`src/rtl/system_0_sd_wp_poller.sv`:
```
// system_0_sd_wp_poller: Avalon-MM master polling a 1-bit PIO and debouncing it.
module system_0_sd_wp_poller #(
  parameter int   POLL_DIV       = 1024,
  parameter int   DEBOUNCE_COUNT = 4,
  parameter int   READ_LATENCY   = 1,
  parameter logic RESET_LEVEL    = 1'b1
) (
  input  logic        clk,
  input  logic        reset,
  input  logic        enable,
  output logic [1:0]  avm_address,
  output logic        avm_read,
  input  logic        avm_waitrequest,
  input  logic [31:0] avm_readdata,
  output logic        wp_n_stable,
  output logic        wp_change,
  output logic        irq,
  input  logic        irq_ack
);
  localparam int TW = $clog2(POLL_DIV);
  localparam int CW = $clog2(DEBOUNCE_COUNT + 1);
  typedef enum logic [1:0] {IDLE, READ, LAT, EVAL} state_t;
  state_t        state_q, state_d;
  logic [TW-1:0] timer_q, timer_d;
  logic [1:0]    lat_q, lat_d;
  logic [CW-1:0] cnt_q, cnt_d;
  logic          pend_q, pend_d, sample_q, sample_d, stable_q, stable_d;
  logic          change_q, change_d, irq_q, irq_d, read_q, read_d;
  logic          expire;
  logic          unused_rd;
  assign unused_rd = ^avm_readdata[31:1];
  always_comb begin
    state_d  = state_q;
    lat_d    = lat_q;
    cnt_d    = cnt_q;
    sample_d = sample_q;
    stable_d = stable_q;
    change_d = 1'b0;
    timer_d  = (!enable || timer_q == '0) ? TW'(POLL_DIV - 1) : timer_q - 1'b1;
    expire   = enable && timer_q == TW'(1);
    // A new expiry wins over the IDLE consume; expiries outside IDLE coalesce.
    pend_d   = expire || (pend_q && enable && state_q != IDLE);
    case (state_q)
      IDLE: state_d = (pend_q && enable) ? READ : IDLE;
      READ: if (!avm_waitrequest) begin
        state_d = LAT;
        lat_d   = 2'(READ_LATENCY - 1);
      end
      LAT: if (lat_q == '0) begin
        state_d  = EVAL;
        sample_d = avm_readdata[0];
      end else begin
        lat_d = lat_q - 1'b1;
      end
      EVAL: begin
        state_d = IDLE;
        if (sample_q == stable_q) begin
          cnt_d = '0;
        end else if (int'(cnt_q) + 1 == DEBOUNCE_COUNT) begin
          cnt_d    = '0;
          stable_d = sample_q;
          change_d = 1'b1;
        end else begin
          cnt_d = cnt_q + CW'(1);
        end
      end
      default: state_d = IDLE;
    endcase
    irq_d  = change_d || (irq_q && !irq_ack);
    read_d = state_d == READ;
  end
  always_ff @(posedge clk) begin
    if (reset) begin
      state_q  <= IDLE;
      timer_q  <= TW'(POLL_DIV - 1);
      pend_q   <= 1'b0;
      lat_q    <= '0;
      cnt_q    <= '0;
      sample_q <= RESET_LEVEL;
      stable_q <= RESET_LEVEL;
      change_q <= 1'b0;
      irq_q    <= 1'b0;
      read_q   <= 1'b0;
    end else begin
      state_q  <= state_d;
      timer_q  <= timer_d;
      pend_q   <= pend_d;
      lat_q    <= lat_d;
      cnt_q    <= cnt_d;
      sample_q <= sample_d;
      stable_q <= stable_d;
      change_q <= change_d;
      irq_q    <= irq_d;
      read_q   <= read_d;
    end
  end
  assign avm_address = 2'b00;
  assign avm_read    = read_q;
  assign wp_n_stable = stable_q;
  assign wp_change   = change_q;
  assign irq         = irq_q;
endmodule

```
`config.mk`:
```
export PLATFORM = sky130hd
export DESIGN_NAME = system_0_sd_wp_poller
export DESIGN_NICKNAME = d
export VERILOG_FILES = /design/src/rtl/system_0_sd_wp_poller.sv
export SDC_FILE = /design/constraint.sdc
export NUM_CORES = 1
export LEC_CHECK = 0
export ABC_CLOCK_PERIOD_IN_PS = 1650
export CORE_MARGIN = 5
export CORE_UTILIZATION = 38
export CTS_BUF_LIST = sky130_fd_sc_hd__clkbuf_16
export DETAILED_ROUTE_END_ITERATION = 10
export GPL_ROUTABILITY_DRIVEN = 0
export PLACE_DENSITY = 0.78
export SETUP_SLACK_MARGIN = 0.1
export SLEW_MARGIN = 20
export SYNTH_ARGS = -nofsm -noshare
export SYNTH_HDL_FRONTEND = slang
export SYNTH_SLANG_ARGS = --single-unit
```
`constraint.sdc`:
```
create_clock -name clk -period 1.65 [get_ports clk]
set_clock_uncertainty 0.15 [all_clocks]
set_input_delay 0.495 -clock clk [delete_from_list [all_inputs] [get_ports clk]]
set_output_delay 0.495 -clock clk [all_outputs]
set_load 0.02 [all_outputs]
```
==> flow_summary.ini <==
[synth]
synth_xor_xnor_area_share_pct = 4.94
synthAdderAreaFrac_pct = 5.88
synth_ff_type = dfxtp_1
synth_compound_area_share_pct = 12.6
postSynthAreaPerCell_um2 = 8.37
ys_seq_elements = 23
yosys-mux-area-fraction_pct = 0.941
yosys_warnings = 0
synth-simple-area-share_pct = 27.4
synth-async-reset-ratio_pct = 0
synth_enable_flop_cells = 0
synth.cell_area_um2 = 1060
seq_area_frac_synth_pct = 43.3
synthCells = 127
synthDistinctLibCells = 32
synth_top_family_by_area = simple AND/OR/NAND/NOR gates

[sta]
fmax_mhz = 596
setup_viol_count_final = 2
finalCriticalPeriod_ns = 1.68
timing_hold_violations_final = 0
final_max_slew_viol_count = 0
rsz0062_at_grt = true
min_period_over_period_pct = 102
setup_slack_ns = -0.0292

[floorplanning]
ioPinCount = 43
num_rows = 19
core-area_um2 = 2710
start_util_pct = 39.2
design.die.area_um2 = 3960
fp.dieW_um = 62.9
die_h_um = 62.9

[detailed_routing]
drc = 0
wire_per_inst_um = 12.3
viasPerCell = 5.24
drtIter0Drc = 35
antenna_left = 0
drtPass1Iterations = 4
vias = 943
wirelength_um = 2210

[worst_setup_path]
cp-end-kind = register
critPathLaunchType = register
cp_data_arrival_time_ns = 1.68
required_ns = 1.65
crit_type = reg2reg
cp_max_fo = 3

[run]
maxCapViolCount = 0

[placed_design]
hpwl_um = 1680
port_buffers = 9
postPlaceCellArea_um2 = 1290

[clock_network]
postCtsHoldBufs = 0
cts_inserted_buffers = 3
cts_root_buf = clkbuf_16
clk_path_buf_depth = 2
cts.htree.levels = 1
cts_sinks = 23
path_clk_slew_ns = 0.06
clkLatencyLatePin_ns = 0.25
cts_tree = yes

[final_layout]
layout_common_cells = 17 x nand2_1, 15 x dfxtp_1, 13 x buf_4
design_area_um2 = 1410
diodes = 0
drive_gt1_share_pct = 27.5
final_common_cell = nand2_1
synthToLayoutAreaGrowth_pct = 32.7
nNetsFinal = 192
fin_util_pct = 52.1

[pwr]
p_leak_nw = 0.524
irDropWorstVdd_v = 0.000540
power_mw = 1.13
powerDensity_nw_per_um2 = 797

[grt]
antenna_found_initial = 0
grt_pass1_wl_um = 3640
grt-ovfl-total = 0
grt_pass1_vias = 898
grt_max_degree = 14
grtUsageMet1_pct = 12.0
global_route.usage.met3_pct = 2.88
gr-usage-all-layers_pct = 11.1
grt.busiest_layer = met2
gr-usage-met2_pct = 20.0

[outcome]
violations = negative setup slack
run_status = finished with violations

[worst_hold_path]
hold_class = reg2reg
## metal layers
metal / share of wire (%) / vias up / wire length [um]
met4: 1.0 / 0 / 23
met5: 0 / - / 0
met2: 54 / 23 / 1190
met3: 4.8 / 4 / 105
li1: - / 477 / -
met1: 40 / 439 / 887
## through the flow
| stage | instances | hold slack, ns | worst slack, ns | setup TNS, ns |
|---|---|---|---|---|
| 2_1_floorplan | 128 | 0.246 | 0.0264 | 0 |
| 3_3_place_gp | 174 | 0.315 | -0.101 | -0.507 |
| 3_5_place_dp | 174 | 0.333 | -0.135 | -0.885 |
| 4_1_cts | 180 | 0.345 | -0.00986 | -0.0184 |
| 5_1_grt | 180 | 0.339 | -0.0854 | -0.167 |
| 6_report | 180 | 0.318 | -0.0292 | -0.0349 |
## where the power goes
part           leakage (nW)  total (mW)  switching (mW)  internal (mW)
clock                0.0409       0.514           0.188          0.325
combinational         0.298      0.0519          0.0249         0.0270
sequential            0.185       0.560         0.00165          0.558
total                 0.524        1.13           0.215          0.910
## sequential cells by signal (all words and copies together), names as in the netlist
signal	flops
avm_read	1
state_q	2
pend_q	1
irq	1
wp_change	1
cnt_q	3
lat_q	2
sample_q	1
wp_n_stable	1
timer_q	10
## synth_stat cells (2+ instances only)
cell       count  area, um2
xnor2_1        3       26.3
nand2_1       17       63.8
nand3_1        9       45.0
dfxtp_1       23        460
nor2b_1        4       25.0
o21ai_0        6       30.0
clkbuf_1       3       11.3
nand2b_1       3       18.8
nor3_1         4       20.0
ha_1           5       62.6
a2111oi_0      2       17.5
buf_4          2       15.0
inv_1          6       22.5
nand3b_1       2       15.0
a21oi_1        8       40.0
xor2_1         3       26.3
nor2_1        12       45.0
## worst max-delay path, stage by stage, from the launching register on
cell	delay [ns]
dfxtp_1	0.33
or4_4	0.57
or3_1	0.38
a21o_1	0.15
## area by class of cell
| type | instances | area [um2] |
|---|---|---|
| Fill cell | 270 | 1300 |
| Sequential cell | 23 | 470 |
| Inverter | 6 | 22.5 |
| Multi-Input combinational cell | 94 | 622 |
| Clock inverter | 1 | 5.00 |
| Tap cell | 31 | 38.8 |
| Clock buffer | 3 | 75.1 |
| Timing Repair Buffer | 22 | 178 |
## kinds of logic (layout without fill, tap and decap cells)
logic type | count (synthesis) | count (layout)
other cells | 1 | 2
compound gates | 22 | 22
mux | 1 | 1
xor+xnor | 6 | 6
flops | 23 | 23
simple gates | 58 | 58
fa+ha+maj | 5 | 5
buf+inv | 11 | 32
## path summary, 6_finish.rpt
kind	start	depth (start not counted)	endpoint	slack [ns]
max	timer_q[8]	3	timer_q[9]	-0.03
min	lat_q[0]	1	lat_q[0]	0.32
max reg2reg	timer_q[8]	3	timer_q[9]	-0.03
min reg2reg	lat_q[0]	1	lat_q[0]	0.32
## timing repair
action | CTS | global route
pin swaps | 0 | 2
endpoints found under the setup margin | 11 | 17
buffers inserted | 2 | 0
gates resized for setup | 8 | 15
(Power assumes the default switching activity.)
